--- src/rtl/sram_march_bist_ctrl.sv ---
// March C- BIST sequencer for a single-port bit-masked SRAM; one op/cycle, 10*D ops, read compare lags the read by 2 edges.
// No backpressure: a run is free-running once started and only ABORT or reset stop it; START while busy is dropped.
module sram_march_bist_ctrl #(
    parameter int P_DATA_WIDTH = 64,
    parameter int P_ADDR_WIDTH = 8
) (
    input  logic                    A_CLK,
    input  logic                    A_RESET_N,
    input  logic                    START,
    input  logic                    ABORT,
    output logic                    BUSY,
    output logic                    DONE,
    output logic                    FAIL,
    output logic [P_ADDR_WIDTH-1:0] FAIL_ADDR,
    output logic [2:0]              FAIL_ELEM,
    output logic                    A_BIST_EN,
    output logic                    A_BIST_MEN,
    output logic                    A_BIST_WEN,
    output logic                    A_BIST_REN,
    output logic [P_ADDR_WIDTH-1:0] A_BIST_ADDR,
    output logic [P_DATA_WIDTH-1:0] A_BIST_DIN,
    output logic [P_DATA_WIDTH-1:0] A_BIST_BM,
    input  logic [P_DATA_WIDTH-1:0] A_DOUT
);

    localparam logic [P_ADDR_WIDTH-1:0] ADDR_MAX = '1;

    typedef enum logic [1:0] {S_IDLE, S_RUN, S_DRAIN} state_t;

    state_t                  state, state_nxt;
    logic [2:0]              elem, elem_nxt;
    logic [P_ADDR_WIDTH-1:0] addr, addr_nxt;
    logic                    ph, ph_nxt;

    logic                    two_op, down, last_op;
    logic [P_ADDR_WIDTH-1:0] end_addr;
    logic                    run_nxt, rd_nxt, wr_nxt, en_nxt, done_nxt;

    logic                    rd_p, exp_p;
    logic [P_ADDR_WIDTH-1:0] addr_p;
    logic [2:0]              elem_p;

    // E1..E4 are read-then-write per address; E3/E4 walk downwards.
    assign two_op   = (elem != 3'd0) && (elem != 3'd5);
    assign down     = (elem == 3'd3) || (elem == 3'd4);
    assign end_addr = down ? '0 : ADDR_MAX;
    assign last_op  = (elem == 3'd5) && (addr == ADDR_MAX);

    always_ff @(posedge A_CLK or negedge A_RESET_N) begin
        if (!A_RESET_N) begin
            state <= S_IDLE;
            elem  <= '0;
            addr  <= '0;
            ph    <= 1'b0;
        end else begin
            state <= state_nxt;
            elem  <= elem_nxt;
            addr  <= addr_nxt;
            ph    <= ph_nxt;
        end
    end

    always_comb begin
        state_nxt = state;
        elem_nxt  = elem;
        addr_nxt  = addr;
        ph_nxt    = ph;
        case (state)
            S_IDLE: begin
                if (START && !ABORT) begin
                    state_nxt = S_RUN;
                    elem_nxt  = '0;
                    addr_nxt  = '0;
                    ph_nxt    = 1'b0;
                end
            end
            S_RUN: begin
                if (ABORT) begin
                    state_nxt = S_IDLE;
                end else if (last_op) begin
                    state_nxt = S_DRAIN;
                end else if (two_op && !ph) begin
                    ph_nxt = 1'b1;
                end else begin
                    ph_nxt = 1'b0;
                    if (addr == end_addr) begin
                        elem_nxt = (elem == 3'd5) ? 3'd5 : elem + 3'd1;
                        addr_nxt = ((elem_nxt == 3'd3) || (elem_nxt == 3'd4)) ? ADDR_MAX : '0;
                    end else begin
                        addr_nxt = down ? addr - 1'b1 : addr + 1'b1;
                    end
                end
            end
            S_DRAIN: state_nxt = S_IDLE;
            default: state_nxt = S_IDLE;
        endcase
    end

    // Macro pins are registered from the next-op decode so op k appears right after edge k.
    always_comb begin
        run_nxt  = (state_nxt == S_RUN);
        rd_nxt   = run_nxt && (elem_nxt != 3'd0) && !ph_nxt;
        wr_nxt   = run_nxt && !rd_nxt;
        en_nxt   = (state_nxt != S_IDLE);
        done_nxt = (state == S_DRAIN) && !ABORT;
    end

    always_ff @(posedge A_CLK or negedge A_RESET_N) begin
        if (!A_RESET_N) begin
            BUSY        <= 1'b0;
            DONE        <= 1'b0;
            A_BIST_EN   <= 1'b0;
            A_BIST_MEN  <= 1'b0;
            A_BIST_WEN  <= 1'b0;
            A_BIST_REN  <= 1'b0;
            A_BIST_ADDR <= '0;
            A_BIST_DIN  <= '0;
            A_BIST_BM   <= '0;
        end else begin
            BUSY        <= en_nxt;
            DONE        <= done_nxt;
            A_BIST_EN   <= en_nxt;
            A_BIST_MEN  <= run_nxt;
            A_BIST_WEN  <= wr_nxt;
            A_BIST_REN  <= rd_nxt;
            A_BIST_ADDR <= run_nxt ? addr_nxt : '0;
            A_BIST_DIN  <= wr_nxt ? {P_DATA_WIDTH{elem_nxt[0]}} : '0;
            A_BIST_BM   <= run_nxt ? {P_DATA_WIDTH{1'b1}} : '0;
        end
    end

    // Odd elements write ones and read zeros; even elements the reverse.
    always_ff @(posedge A_CLK or negedge A_RESET_N) begin
        if (!A_RESET_N) begin
            rd_p      <= 1'b0;
            exp_p     <= 1'b0;
            addr_p    <= '0;
            elem_p    <= '0;
            FAIL      <= 1'b0;
            FAIL_ADDR <= '0;
            FAIL_ELEM <= '0;
        end else begin
            rd_p   <= A_BIST_REN && !ABORT;
            exp_p  <= ~elem[0];
            addr_p <= addr;
            elem_p <= elem;
            if ((state == S_IDLE) && START && !ABORT) begin
                FAIL      <= 1'b0;
                FAIL_ADDR <= '0;
                FAIL_ELEM <= '0;
            end else if (rd_p && !ABORT && !FAIL && (A_DOUT != {P_DATA_WIDTH{exp_p}})) begin
                FAIL      <= 1'b1;
                FAIL_ADDR <= addr_p;
                FAIL_ELEM <= elem_p;
            end
        end
    end

endmodule

--- config.mk ---
export PLATFORM = sky130hd
export DESIGN_NAME = sram_march_bist_ctrl
export DESIGN_NICKNAME = d
export VERILOG_FILES = /design/src/rtl/sram_march_bist_ctrl.sv
export SDC_FILE = /design/constraint.sdc
export NUM_CORES = 1
export LEC_CHECK = 0
export ABC_CLOCK_PERIOD_IN_PS = 5200
export CORE_ASPECT_RATIO = 1.1
export CORE_MARGIN = 3
export CORE_UTILIZATION = 42
export CTS_CLUSTER_SIZE = 30
export DETAILED_ROUTE_END_ITERATION = 12
export PLACE_DENSITY_LB_ADDON = 0.3
export SLEW_MARGIN = 20
export SYNTH_ARGS = -nofsm -noshare
export SYNTH_HDL_FRONTEND = slang
export SYNTH_SLANG_ARGS = --single-unit
--- constraint.sdc ---
create_clock -name A_CLK -period 5.2 [get_ports A_CLK]
set_input_delay 0.78 -clock A_CLK [delete_from_list [all_inputs] [get_ports A_CLK]]
set_output_delay 0.78 -clock A_CLK [all_outputs]
set_load 0.01 [all_outputs]
== After elaboration in Yosys (flattened, before gate mapping) ==
Index checks and enable logic that the tools add are counted.

* Add/subtract/negate cells: 3
* Shift-type cells: 0
* Equal/unequal tests: 12
* Div/mod/pow operators: 0
* Mux-type cells: 34
* Reductions and logical operators: 26
* Bitwise operators: 1
* $lt $le $gt $ge: 0
* Multiply operators: 0

{| class="wikitable"
|+ Operators by type and width
! kind !! count
|-
| 64-bit two-way mux || 2
|-
| 8-bit two-way mux || 11
|-
| 64-bit != test || 1
|-
| 3-bit two-way mux || 8
|-
| 8-bit one-hot mux with 2 select lines || 1
|-
| 1-bit logical AND || 14
|-
| 3-bit == test, second input constant || 3
|-
| 8-bit by 1-bit adder with 8-bit output, second input constant || 1
|-
| 8-bit == test || 1
|-
| 8-bit == test, second input constant || 1
|-
| 8-bit by 1-bit subtractor with 8-bit output, second input constant || 1
|-
| 3-bit by 2-bit == test with 1-bit output, second input constant || 2
|-
| 1-bit two-way mux || 6
|-
| 2-bit two-way mux || 3
|-
| 3-bit one-hot mux with 2 select lines || 1
|-
| 3-bit nonzero test || 2
|-
| 1-bit logical NOT || 5
|-
| 2-bit by 1-bit == test with 1-bit output, second input constant || 2
|-
| 2-bit one-hot mux with 2 select lines || 1
|-
| 2-bit nonzero test || 2
|-
| 3-bit by 1-bit adder with 3-bit output, second input constant || 1
|-
| 3-bit != test, second input constant || 1
|-
| 2-bit == test, second input constant || 1
|-
| 2-bit logical NOT || 1
|-
| 3 further kinds || 4
|}

* Memory bits (read-only): 0
* Memory bits (writable): 0
* Input port bits: 68
* Bits in latches: 0
* Register bits after elaboration: 180
* Memories: 0

== Depth between registers and ports, before layout ==
* Word-level depth: 15
* Mapped depth: 11

== Worst setup path after synthesis ==
OpenSTA, ideal clock, no wires.

* Kind: register to register
* From: register elem[2]
* To: register A_BIST_REN
* Setup time: 119 ps
* Arrival time: 2,778 ps
* Data required time: 5,081 ps
* Slack: 2,303 ps
* Buffers on the path: 1
* Stages on the path, launching flop included: 11
* Cells stage by stage: dfrtp_1 -> buf_2 -> nand2b_1 -> o21ai_0 -> ha_1 -> nand4_1 -> or4_1 -> a21o_1 -> nor4b_2 -> o311ai_1 -> and2_1

* Cells in the longest elaborated chain, start to end: 12

{| class="wikitable"
|+ RTL lines
! item !! RTL line !! text
|-
| from (decl) || 31 || <nowiki>logic [2:0] elem, elem_nxt;</nowiki>
|-
| from (signal assigned) || 57 || <nowiki>elem <= elem_nxt;</nowiki>
|-
| 3-bit by 2-bit == test with 1-bit output or 3-bit == test (tied branches) || 45 || <nowiki>assign down = (elem == 3'd3) || (elem == 3'd4);</nowiki>
|-
| 1-bit logical OR || 45 ||
|-
| 8-bit two-way mux || 46 || <nowiki>assign end_addr = down ? '0 : ADDR_MAX;</nowiki>
|-
| 8-bit == test || 86 || <nowiki>if (addr == end_addr) begin</nowiki>
|-
| 3-bit two-way mux || 86 ||
|-
| 3-bit two-way mux || 82 || <nowiki>end else if (two_op && !ph) begin</nowiki>
|-
| 3-bit two-way mux || 80 || <nowiki>end else if (last_op) begin</nowiki>
|-
| 3-bit two-way mux || 78 || <nowiki>if (ABORT) begin</nowiki>
|-
| 3-bit one-hot mux with 2 select lines || 68 || <nowiki>case (state)</nowiki>
|-
| 3-bit nonzero test || 102 || <nowiki>rd_nxt = run_nxt && (elem_nxt != 3'd0) && !ph_nxt;</nowiki>
|-
| 1-bit logical AND || 102 ||
|-
| 1-bit logical AND * || 102 ||
|-
| via rd_nxt || 37 || <nowiki>logic run_nxt, rd_nxt, wr_nxt, en_nxt, done_nxt;</nowiki>
|-
| to (signal assigned) || 125 || <nowiki>A_BIST_REN <= rd_nxt;</nowiki>
|-
| to (decl) || 19 || <nowiki>output logic A_BIST_REN,</nowiki>
|}

The timed path passes the listed nets; every way through them passes the cells marked *.
A chain may end at the register's enable or synchronous reset.

== Final worst setup path ==
* From: register elem[1]
* To: register A_BIST_REN

The elaborated chain is that of the path after synthesis.

==> flow_metrics.py <==
metrics = {
    "floorplan": {
        "die_h_um": 107,
        "die-area_sq_um": 10500,
        "die_x_um": 97.9,
        "std_cell_rows": 36,
        "core_area_sq_um": 8960,
        "io_pins": 222,
        "initial_utilization_pct": 43.5,
    },
    "power": {
        "vdd_ir_drop_max_mv": 0.138,
        "leakagePower_nw": 2.06,
        "p_per_area_nw_per_um2": 234,
    },
    "cells_and_area": {
        "layout-drive-gt1-share_pct": 8.80,
        "nets": 597,
        "area_growth_pct": 37.8,
        "fin_area_sq_um": 5370,
        "mostFrequentLayoutCells": "clkdlybuf4s50_1 (220), dfrtp_1 (53), nand2_1 (24)",
        "antenna_cells": 0,
        "fillCellCount": 750,
        "register_area_sq_um": 1330,
        "multiInputGateArea_sq_um": 1520,
        "final_util_pct": 59.9,
        "final_common_cell": "clkdlybuf4s50_1",
    },
    "critical_path": {
        "crit_arrival_ns": 3.73,
        "startpoint_type": "register",
        "critPathSlowestCell": "o21ai_0",
        "ff2ff_path_depth": 9,
        "cp_cell_sequence": "nand2b_1 > o21ai_0 > ha_1 > nand4_1 > or3_1 > a2111oi_0 > mux2i_1 > o311ai_1 > and2_1",
        "crit_path_max_fanout": 12,
        "critPathMaxStageDelay_ns": 0.69,
        "cp.required_ns": 5.40,
        "cp-end-kind": "register",
        "reg2reg_slack_ns": 1.68,
        "r2r_end": "A_BIST_REN",
        "timing.rr.start": "elem[1]",
        "path_class": "reg -> reg",
    },
    "detailed_routing": {
        "dr.pass1.iters": 4,
        "drt-total-wl_um": 10800,
        "dr_total_vias": 3215,
        "postRouteAntennaNets": 0,
        "viasPerCell": 5.05,
        "wl_per_cell_um": 16.9,
        "drt_iter0_markers": 151,
        "drc": 0,
    },
    "clocking": {
        "cts_max_level": 2,
        "cts_tree": "built",
        "cts_sinks": 53,
        "postCtsSetupBuffers": 0,
        "clk_pin_slew_ns": 0.10,
        "hold_buffers": 0,
        "postCtsResizedCells": 0,
        "cts_buffers": 5,
        "clockBufferDepth": 2,
        "cts_root_buf": "clkbuf_8",
        "clk_latency_ns": 0.30,
    },
    "timing": {
        "rsz0062_at_grt": "false",
        "setup_violations": 0,
        "fmax_mhz": 284,
        "finClkSkew_ns": 0.00449,
        "hold_viol": 0,
        "finalWorstPathRequiredPeriod_ns": 3.52,
        "holdWs_ns": 0.459,
        "period_share_pct": 67.8,
        "slew_violations": 0,
        "fin_setup_tns_ns": 0,
        "slew_headroom_pct": 31.8,
        "worst_slew_pin_slew_ns": 1.01,
    },
    "placement": {
        "placed_cell_area_sq_um": 5260,
        "place_hpwl_um": 8900,
        "globalplace.congestion": 0.968,
        "port_buffers": 221,
    },
    "global_routing": {
        "grt_max_degree": 66,
        "track_usage_pct": 19.8,
        "grt_pass1_wl_um": 16600,
        "grt_pass1_vias": 3009,
        "antenna_found_initial": 0,
        "grt-ovfl-total": 0,
    },
    "min_path": {
        "hp-start": "addr[5]",
        "holdPathEnd": "addr_p[5]",
        "holdCritPathClass": "reg -> reg",
        "holdPathStages": 0,
    },
    "logic_synthesis": {
        "synth_edf_count": 0,
        "synthCells": 430,
        "ys.flop_type": "dfrtp_1",
        "syn_nets": 505,
        "synth_warnings": 0,
        "netlist_area_sq_um": 3900,
        "async_flop_share_pct": 100,
        "synth.avg_cell_area_sq_um": 9.06,
        "synth_cell_types": 50,
        "ys_seq_area_share_pct": 34.0,
        "synth_seq_cells": 53,
    },
    "outcome": {
        "outcome": "finished, final reports clean",
    },
    "run": {
        "drv_cap": 0,
    },
}
==> cell type report <==
cell class / instances / share of cell area [%]
clock buffer: 5 / 1.28
multi-input combinational: 226 / 28.3
tap: 114 / 2.66
sequential: 53 / 24.7
clock inverter: 3 / 0.489
inverter: 11 / 0.769
timing repair buffer: 225 / 41.8
==> through the flow <==
stage                     total power [mW]  worst slack, ns  cells
after floorplan                      0.837             2.30    430
after global placement                1.01             1.69    628
after detailed placement              1.03             1.61    628
after CTS                             1.26             1.69    636
after global routing                  1.32             1.41    637
final                                 1.26             1.68    637
==> sequential cells by signal (all words and copies together) (netlist names) <==
| name | flops |
|---|---|
| A_BIST_ADDR | 8 |
| state | 2 |
| elem_p | 3 |
| FAIL_ELEM | 3 |
| rd_p | 1 |
| ph | 1 |
| A_BIST_REN | 1 |
| addr | 8 |
| exp_p | 1 |
| FAIL_ADDR | 8 |
| A_BIST_WEN | 1 |
| elem | 3 |
| A_BIST_EN | 1 |
| DONE | 1 |
| A_BIST_BM | 1 |
| FAIL | 1 |
| A_BIST_DIN | 1 |
| addr_p | 8 |
==> power breakdown <==
part / internal, mW / switching [mW]
Clock: 0.0983 / 0.140
Sequential: 0.455 / 0.0431
Combinational: 0.286 / 0.233
Total: 0.840 / 0.416
==> worst max path at each step <==
stage	startpoint	endpoint	slack, ns	depth (start not counted)
after floorplan	elem[2]	A_BIST_REN	2.30	10
after global placement	A_DOUT[58]	FAIL_ELEM[0]	1.69	7
after detailed placement	A_DOUT[58]	FAIL_ELEM[0]	1.61	7
after CTS	elem[1]	A_BIST_REN	1.69	9
after global routing	elem[1]	A_BIST_REN	1.41	9
final	elem[1]	A_BIST_REN	1.68	9
==> kinds of logic after synthesis <==
logic type                 synth area share, %
adders and majority gates                 2.44
DFF                                       34.0
buffers and inverters                     27.3
and+or+nand+nor                           22.2
AOI/OAI and AO/OA                         12.6
muxes                                    0.546
xor gates and xnor gates                 0.899
==> cell usage after synthesis (all sizes together), types with 7 or more instances <==
library cell / number / area, sq um
or4: 11 / 90.1
nand4: 10 / 62.6
nand3: 23 / 165
inv: 11 / 41.3
and2: 9 / 56.3
nor4: 11 / 100
nand2: 24 / 90.1
dfrtp: 53 / 1330
nor3: 12 / 60.1
or3: 11 / 68.8
a21oi: 24 / 158
nor2b: 7 / 43.8
nor2: 12 / 45.0
buf: 135 / 1000
o21ai: 18 / 93.8
==> per-layer routing <==
| layer | track usage [%] | routed length [um] | up-vias |
|---|---|---|---|
| met4 | 4.25 | 99 | 0 |
| met1 | 24.9 | 4270 | 1500 |
| met2 | 34.3 | 5350 | 150 |
| met3 | 4.81 | 1050 | 8 |
| li1 | - | - | 1557 |
| met5 | 0 | 0 | - |
==> critical path: cells and delay by family (launching register included) <==
kind	cells	cell delay (ns)
AO/OA/AOI/OAI	3	1.38
flip-flops	1	0.51
multiplexers	1	0.31
AND/OR/NAND/NOR	4	0.93
adder cells (fa/ha/maj)	1	0.30
(Power assumes the default switching activity.)
